### src/rtl/sap_pkg.sv
// Shared definitions for the SAP-1 timing-and-control core: opcodes, microcode
// stages, control-word bit positions and the control words each stage emits.
package sap_pkg;

    // Instruction opcodes (upper nibble of the instruction register).
    typedef enum logic [3:0] {
        OP_LDA = 4'b0000,
        OP_ADD = 4'b0001,
        OP_SUB = 4'b0010,
        OP_HLT = 4'b1111
    } opcode_e;

    // Microcode stages; the counter wraps from LAST_STAGE back to T0.
    localparam logic [2:0] T0         = 3'd0;
    localparam logic [2:0] T1         = 3'd1;
    localparam logic [2:0] T2         = 3'd2;
    localparam logic [2:0] T3         = 3'd3;
    localparam logic [2:0] T4         = 3'd4;
    localparam logic [2:0] T5         = 3'd5;
    localparam logic [2:0] LAST_STAGE = T5;

    // Bit positions inside the 12-bit control word.
    localparam int CTRL_HLT       = 11;
    localparam int CTRL_PC_INC    = 10;
    localparam int CTRL_PC_EN     = 9;
    localparam int CTRL_MAR_LOAD  = 8;
    localparam int CTRL_MEM_EN    = 7;
    localparam int CTRL_IR_LOAD   = 6;
    localparam int CTRL_IR_EN     = 5;
    localparam int CTRL_A_LOAD    = 4;
    localparam int CTRL_A_EN      = 3;
    localparam int CTRL_B_LOAD    = 2;
    localparam int CTRL_ADDER_SUB = 1;
    localparam int CTRL_ADDER_EN  = 0;

    // Control words emitted by the microcode sequencer.
    localparam logic [11:0] CTRL_NOP   = 12'h000;
    localparam logic [11:0] FETCH0     = 12'h300; // pc_en | mar_load
    localparam logic [11:0] FETCH1     = 12'h400; // pc_inc
    localparam logic [11:0] FETCH2     = 12'h0C0; // mem_en | ir_load
    localparam logic [11:0] EXEC3_ADDR = 12'h120; // ir_en | mar_load
    localparam logic [11:0] EXEC3_HLT  = 12'h800; // hlt
    localparam logic [11:0] EXEC4_LDA  = 12'h090; // mem_en | a_load
    localparam logic [11:0] EXEC4_LDB  = 12'h084; // mem_en | b_load
    localparam logic [11:0] EXEC5_ADD  = 12'h011; // adder_en | a_load
    localparam logic [11:0] EXEC5_SUB  = 12'h013; // adder_sub | adder_en | a_load

    // Successor of a stage, wrapping after LAST_STAGE (unreachable codes wrap too).
    function automatic logic [2:0] next_stage(input logic [2:0] cur);
        return (cur >= LAST_STAGE) ? T0 : cur + 3'd1;
    endfunction

endpackage

### src/rtl/sap_alu.sv
// Combinational WIDTH-bit adder/subtractor feeding register A over the bus.
// The result wraps modulo 2^WIDTH; no carry or flags are produced.
module sap_alu #(
    parameter int WIDTH = 8
) (
    input  logic [WIDTH-1:0] a,
    input  logic [WIDTH-1:0] b,
    input  logic             sub,
    output logic [WIDTH-1:0] result
);

    // Select add or two's-complement subtract.
    always_comb begin
        result = sub ? (a - b) : (a + b);
    end

endmodule

### src/rtl/sap_controller.sv
// SAP-1 timing and control: stage counter clocked on the falling edge of the
// free-running clock, combinational microcode decoder, halt clock gate and ALU.
module sap_controller
    import sap_pkg::*;
#(
    parameter int WIDTH = 8
) (
    input  logic             clk_in,
    input  logic             rst,
    input  logic [3:0]       opcode,
    input  logic [WIDTH-1:0] a,
    input  logic [WIDTH-1:0] b,
    output logic             clk_out,
    output logic [11:0]      ctrl,
    output logic [WIDTH-1:0] alu_out,
    output logic [2:0]       stage
);

    logic [2:0] stage_q;
    logic [2:0] stage_d;
    logic       hlt;

    assign hlt = ctrl[CTRL_HLT];

    // Microcode decode: fetch stages ignore the opcode, which is only valid from T3.
    always_comb begin
        // NOTE: default first so every path assigns ctrl and no latch is inferred.
        ctrl = CTRL_NOP;
        case (stage_q)
            T0: ctrl = FETCH0;
            T1: ctrl = FETCH1;
            T2: ctrl = FETCH2;
            T3: begin
                case (opcode)
                    OP_LDA, OP_ADD, OP_SUB: ctrl = EXEC3_ADDR;
                    OP_HLT:                 ctrl = EXEC3_HLT;
                    default:                ctrl = CTRL_NOP;
                endcase
            end
            T4: begin
                case (opcode)
                    OP_LDA:         ctrl = EXEC4_LDA;
                    OP_ADD, OP_SUB: ctrl = EXEC4_LDB;
                    default:        ctrl = CTRL_NOP;
                endcase
            end
            T5: begin
                case (opcode)
                    OP_ADD:  ctrl = EXEC5_ADD;
                    OP_SUB:  ctrl = EXEC5_SUB;
                    default: ctrl = CTRL_NOP;
                endcase
            end
            default: ctrl = CTRL_NOP;
        endcase
    end

    // Next stage: advance unless halted; reset handled in the register.
    always_comb begin
        stage_d = hlt ? stage_q : next_stage(stage_q);
    end

    // Stage register on the ungated clock's falling edge so reset still works while halted.
    always_ff @(negedge clk_in) begin
        // NOTE: non-blocking assignment for sequential state avoids simulation races.
        if (rst) begin
            stage_q <= T0;
        end else begin
            stage_q <= stage_d;
        end
    end

    // hlt only changes after a falling edge while clk_in is low, so no runt pulse.
    assign clk_out = clk_in & ~hlt;
    assign stage   = stage_q;

    sap_alu #(
        .WIDTH (WIDTH)
    ) u_alu (
        .a      (a),
        .b      (b),
        .sub    (ctrl[CTRL_ADDER_SUB]),
        .result (alu_out)
    );

endmodule

### config.mk
export PLATFORM = sky130hd
export DESIGN_NAME = sap_controller
export DESIGN_NICKNAME = d
export VERILOG_FILES = /design/src/rtl/sap_pkg.sv /design/src/rtl/sap_alu.sv /design/src/rtl/sap_controller.sv
export SDC_FILE = /design/constraint.sdc
export NUM_CORES = 1
export LEC_CHECK = 0
export ABC_AREA = 1
export CAP_MARGIN = 5
export CORE_MARGIN = 2
export CORE_UTILIZATION = 60
export DETAILED_ROUTE_END_ITERATION = 10
export DONT_BUFFER_PORTS = 1
export HOLD_SLACK_MARGIN = 0.03
export PLACE_DENSITY = 0.8
export SLEW_MARGIN = 30
export SYNTH_ARGS = -nofsm -noshare
export SYNTH_HDL_FRONTEND = slang
export SYNTH_SLANG_ARGS = --single-unit
### constraint.sdc
create_clock -name clk_in -period 3.2 [get_ports clk_in]
set_clock_uncertainty 0.05 [all_clocks]
set_input_delay 0.32 -clock clk_in [delete_from_list [all_inputs] [get_ports clk_in]]
set_output_delay 0.32 -clock clk_in [all_outputs]
set_load 0.05 [all_outputs]
==> run_summary.xml, run 1 <==
<?xml version="1.0" encoding="UTF-8"?>
<metrics>
  <group name="synthesis">
    <metric name="post_synth_instance_area" unit="um^2">928.4</metric>
    <metric name="synth_common_cells" unit="">sky130_fd_sc_hd__nand2_1, sky130_fd_sc_hd__inv_1, sky130_fd_sc_hd__nor2_1, sky130_fd_sc_hd__ha_1, sky130_fd_sc_hd__nand3_1</metric>
    <metric name="seq_total_area_yosys" unit="%">6.469</metric>
    <metric name="post-synth-top-count-cell" unit="">sky130_fd_sc_hd__nand2_1</metric>
    <metric name="ys_seq_elements" unit="">3</metric>
    <metric name="post_synth.cell_area_avg" unit="um^2">5.913</metric>
    <metric name="asyncSetResetFlopFracSynth" unit="%">0</metric>
    <metric name="total_of_warnings_raised_by_yosys" unit="">0</metric>
    <metric name="synth-main-ff-cell" unit="">sky130_fd_sc_hd__dfxtp_1</metric>
    <metric name="synthCells" unit="">157</metric>
    <metric name="synth_enable_flop_cells" unit="">0</metric>
    <metric name="synthDominantAreaCellType" unit="">sky130_fd_sc_hd__ha_1</metric>
    <metric name="netlist_top_cells_area" unit="">sky130_fd_sc_hd__ha_1, sky130_fd_sc_hd__nand2_1, sky130_fd_sc_hd__inv_1</metric>
    <metric name="synth.lib_cells_used.distinct" unit="">26</metric>
    <metric name="synthDominantCellAreaShare" unit="%">17.52</metric>
    <metric name="syn_nets" unit="">193</metric>
  </group>
  <group name="status">
    <metric name="error" unit="">[ERROR DPL-0038] Utilization greater than 100%, impossible to legalize</metric>
    <metric name="last-stage-reached" unit="">detailed placement (3_5_place_dp)</metric>
    <metric name="outcome" unit="">did not finish</metric>
  </group>
  <group name="floorplan">
    <metric name="total_i_o_pin_count" unit="">46</metric>
    <metric name="floorplan.initialDensity" unit="%">63.10</metric>
    <metric name="die_height" unit="um">43.34</metric>
    <metric name="floorplan.die.width" unit="um">43.34</metric>
    <metric name="placementRows" unit="">14</metric>
  </group>
  <group name="place">
    <metric name="place_congestion" unit="">0.9041</metric>
    <metric name="buffer_ports.inserted" unit="">0</metric>
  </group>
</metrics>
## per-stage QoR
stage / setup TNS (ns) / instance area, um^2 / hold slack (ns)
global placement: -5.559 / 1528 / 0.6197
floorplan: -6.213 / 1124 / 0.5164
## cells by family after synthesis
| kind of cell | count (synthesis) | synth area share [%] |
|---|---|---|
| AOI/OAI and AO/OA | 14 | 8.491 |
| xor gates and xnor gates | 9 | 8.491 |
| adders and majority gates | 14 | 19.68 |
| buffers and inverters | 40 | 18.33 |
| DFF | 3 | 6.469 |
| other | 1 | 0.4039 |
| and+or+nand+nor | 76 | 38.14 |
==> run 2, diff against run 1 <==
- CORE_AREA: not set -> 2 2 63 65
- CORE_MARGIN: 2 -> not set
- CORE_UTILIZATION: 60 -> not set
- DIE_AREA: not set -> 0 0 65 67
- HOLD_SLACK_MARGIN: 0.03 -> not set
- PLACE_DENSITY: 0.8 -> not set
- PLACE_DENSITY_LB_ADDON: not set -> 0.15
==> run 2 against run 1 <==
The flow now finishes, with violations (setup timing). Synthesized area unchanged. Synthesized cell count unchanged.
==> run_summary.xml, run 2 <==
<?xml version="1.0" encoding="UTF-8"?>
<metrics>
  <group name="detailed_routing">
    <metric name="avgViaCountPerCell" unit="">4.464</metric>
    <metric name="final_antenna_net_count" unit="">0</metric>
    <metric name="drc" unit="">0</metric>
    <metric name="router_iterations_before_antenna_repair" unit="">4</metric>
    <metric name="detail_route.iter0.violations" unit="">28</metric>
    <metric name="total_via_count_in_the_routed_design" unit="">1116</metric>
    <metric name="routed_wl" unit="um">2832</metric>
    <metric name="final_routed_wire_length_divided_by_cell_count" unit="um">11.33</metric>
  </group>
  <group name="clock_tree">
    <metric name="tritoncts_clock_tree" unit="">yes</metric>
    <metric name="clkSlewWorstSetupHoldPaths" unit="ns">0.03</metric>
    <metric name="clock_tree.htree_level_count" unit="">1</metric>
    <metric name="cts_buffer_depth" unit="">2</metric>
    <metric name="worstSkewPairLatency" unit="ns">0.28</metric>
    <metric name="tritoncts.num_buffers" unit="">3</metric>
    <metric name="clk_root_buffer_cell" unit="">sky130_fd_sc_hd__clkbuf_8</metric>
  </group>
  <group name="critical_path">
    <metric name="critPathMaxFanout" unit="">7</metric>
    <metric name="r2r.worst_path.cells" unit="">10</metric>
    <metric name="r2r_end" unit="">stage[2]</metric>
    <metric name="worst-endpoint-required" unit="ns">2.83</metric>
    <metric name="critPathLaunchType" unit="">flip-flop</metric>
    <metric name="critical_path.reg2reg.startpoint" unit="">stage[1]</metric>
    <metric name="setup.reg_to_reg.worst_slack" unit="ns">1.45</metric>
    <metric name="path_class" unit="">reg -&gt; out</metric>
    <metric name="worst_setup_path_end_kind" unit="">output pin</metric>
    <metric name="worst-endpoint-arrival" unit="ns">3.88</metric>
  </group>
  <group name="pwr">
    <metric name="design_power_total" unit="uW">793.2</metric>
    <metric name="peakVddDrop" unit="V">0.0003613</metric>
    <metric name="pwr_density_cell" unit="nW/um^2">421.5</metric>
    <metric name="leakage" unit="nW">0.9337</metric>
  </group>
  <group name="synthesis">
    <metric name="post_synth_instance_area" unit="um^2">928.4</metric>
    <metric name="synthMuxAreaShare" unit="%">0</metric>
    <metric name="total_of_warnings_raised_by_yosys" unit="">0</metric>
    <metric name="synth-main-ff-cell" unit="">sky130_fd_sc_hd__dfxtp_1</metric>
    <metric name="yosys.area_share.xor_xnor" unit="%">8.491</metric>
    <metric name="post_synth.cell_area_avg" unit="um^2">5.913</metric>
    <metric name="synth.lib_cells_used.distinct" unit="">26</metric>
    <metric name="synth_common_cells" unit="">sky130_fd_sc_hd__nand2_1, sky130_fd_sc_hd__inv_1, sky130_fd_sc_hd__nor2_1, sky130_fd_sc_hd__ha_1, sky130_fd_sc_hd__nand3_1</metric>
    <metric name="main_combinational_cell_family_by_area_after_synthesis" unit="">simple AND/OR/NAND/NOR gates</metric>
    <metric name="synthDominantAreaCellType" unit="">sky130_fd_sc_hd__ha_1</metric>
    <metric name="ys_seq_elements" unit="">3</metric>
    <metric name="synthCells" unit="">157</metric>
    <metric name="synth_enable_flop_cells" unit="">0</metric>
    <metric name="post-synth-top-count-cell" unit="">sky130_fd_sc_hd__nand2_1</metric>
    <metric name="synth_compound_area_share" unit="%">8.491</metric>
    <metric name="asyncSetResetFlopFracSynth" unit="%">0</metric>
    <metric name="seq_total_area_yosys" unit="%">6.469</metric>
    <metric name="post_synth_and_or_nand_nor_area_fraction" unit="%">38.14</metric>
    <metric name="synthDominantCellAreaShare" unit="%">17.52</metric>
    <metric name="synth_adder_area_share" unit="%">19.68</metric>
    <metric name="syn_nets" unit="">193</metric>
    <metric name="netlist_top_cells_area" unit="">sky130_fd_sc_hd__ha_1, sky130_fd_sc_hd__nand2_1, sky130_fd_sc_hd__inv_1</metric>
  </group>
  <group name="job">
    <metric name="drv.max_cap_violation_count" unit="">0</metric>
  </group>
  <group name="floorplan">
    <metric name="die_height" unit="um">67</metric>
    <metric name="placementRows" unit="">22</metric>
    <metric name="design.die.area" unit="um^2">4355</metric>
    <metric name="floorplan.initialDensity" unit="%">25.75</metric>
    <metric name="floorplan.die.width" unit="um">65</metric>
    <metric name="total_i_o_pin_count" unit="">46</metric>
    <metric name="core-area" unit="um^2">3606</metric>
  </group>
  <group name="global_routing">
    <metric name="first_pass_grt_wire_length" unit="um">4636</metric>
    <metric name="pin_count_of_the_biggest_net_entering_global_routing" unit="">11</metric>
    <metric name="grt.overflow.total" unit="">0</metric>
    <metric name="overall_routing_resource_usage" unit="%">13.53</metric>
    <metric name="grt_antenna_before_repair" unit="">0</metric>
    <metric name="grt_pass1_vias" unit="">1102</metric>
  </group>
  <group name="hold_path">
    <metric name="hold_path.startpoint" unit="">stage[0]</metric>
    <metric name="holdCritPathClass" unit="">reg -&gt; reg</metric>
    <metric name="whs_path_depth" unit="">3</metric>
    <metric name="hold-path-endpoint" unit="">stage[0]</metric>
  </group>
  <group name="final_layout">
    <metric name="area_growth_syn_to_layout" unit="%">102.7</metric>
    <metric name="number_of_flip_flops_under_the_largest_register_name" unit="">3</metric>
    <metric name="nNetsFinal" unit="">240</metric>
    <metric name="design_area" unit="um^2">1882</metric>
    <metric name="drive_above_1_share" unit="%">52.48</metric>
    <metric name="layout.cells.most_common_list" unit="">sky130_fd_sc_hd__inv_1, sky130_fd_sc_hd__nand2_1, sky130_fd_sc_hd__buf_4</metric>
    <metric name="final.fill_count" unit="">341</metric>
    <metric name="layout.cells.most_common" unit="">sky130_fd_sc_hd__inv_1</metric>
    <metric name="layout.core_utilization" unit="%">52.19</metric>
    <metric name="n_antenna_cell" unit="">0</metric>
  </group>
  <group name="timing">
    <metric name="grt_setup_unrepaired" unit="">yes</metric>
    <metric name="report.final.setup_viol" unit="">19</metric>
    <metric name="hold_violations" unit="">0</metric>
    <metric name="setup_slack" unit="ns">-1.048</metric>
    <metric name="maxSlewViolCount" unit="">0</metric>
  </group>
  <group name="place">
    <metric name="hpwlAfterDp" unit="um">2318</metric>
    <metric name="place_congestion" unit="">0.7369</metric>
    <metric name="buffer_ports.inserted" unit="">0</metric>
    <metric name="placedInstanceArea" unit="um^2">1598</metric>
  </group>
  <group name="status">
    <metric name="violations_in_the_final_reports" unit="">setup timing</metric>
    <metric name="outcome" unit="">complete, but fails checks</metric>
  </group>
</metrics>
run 2: cell counts after synthesis:
Identical to the previous run, type by type.
run 2: kinds of logic after synthesis:
family	count (synthesis)
flops	3
simple gates	76
xor+xnor	9
other cells	1
fa+ha+maj	14
buf+inv	40
compound gates	14
run 2: timing repair:
item	4_1_cts	5_1_grt
resized for setup	36	11
setup endpoints to repair	19	20
setup buffers	6	2
pin swaps	18	3
hold buffers	0	0
run 2: worst max-delay path by stage:
stage | from | end | cells past startpoint
6_report | stage[1] | alu_out[7] | 13
5_1_grt | stage[1] | alu_out[7] | 13
4_1_cts | stage[1] | alu_out[3] | 13
3_5_place_dp | stage[1] | alu_out[7] | 15
3_3_place_gp | stage[1] | alu_out[7] | 16
2_1_floorplan | stage[1] | alu_out[7] | 13
run 2: area by class of cell:
cell class / count / area (um^2) / share of cell area [%]
clock buffer: 3 / 41.29 / 2.194
clock inverter: 4 / 15.01 / 0.7979
inverter: 36 / 167.7 / 8.910
multi-input combinational: 114 / 1010 / 53.66
sequential: 3 / 71.32 / 3.790
tap: 48 / 60.06 / 3.191
timing repair buffer: 42 / 516.7 / 27.46
run 2: routing by layer:
metal	share of wire, %	track usage [%]
met1	38	14.50
met2	53	25.39
met3	9.0	5.574
met4	0	1.596
met5	0	0
run 2: stage by stage:
stage | setup slack [ns] | setup TNS [ns] | cells | hold slack [ns]
3_5_place_dp | -0.8212 | -6.340 | 239 | 0.6197
3_3_place_gp | -0.7924 | -5.924 | 239 | 0.6197
6_report | -1.048 | -10.41 | 250 | 0.6152
2_1_floorplan | -0.9414 | -6.213 | 157 | 0.5164
4_1_cts | -1.071 | -10.44 | 249 | 0.6132
5_1_grt | -1.225 | -12.41 | 250 | 0.6389
run 2: worst max-delay path, cell delays in order (launching register included):
cell	delay [ns]
sky130_fd_sc_hd__dfxtp_4	0.34
sky130_fd_sc_hd__inv_4	0.04
sky130_fd_sc_hd__ha_4	0.15
sky130_fd_sc_hd__nand2_4	0.06
sky130_fd_sc_hd__inv_4	0.04
sky130_fd_sc_hd__nand3_4	0.12
sky130_fd_sc_hd__nand2_2	0.06
sky130_fd_sc_hd__xor2_1	0.16
sky130_fd_sc_hd__ha_1	0.34
sky130_fd_sc_hd__a21oi_2	0.15
sky130_fd_sc_hd__nand2_2	0.09
sky130_fd_sc_hd__a21oi_1	0.15
sky130_fd_sc_hd__nand3_1	0.13
sky130_fd_sc_hd__nand2_4	0.17
run 2: report_power, final:
group	total (mW)	internal [mW]	switching, mW
Sequential	0.0490	0.0434	0.00552
Clock	0.195	0.100	0.0949
Combinational	0.549	0.236	0.313
Total	0.793	0.380	0.413
Note: power is estimated with default switching activity, not from simulation.
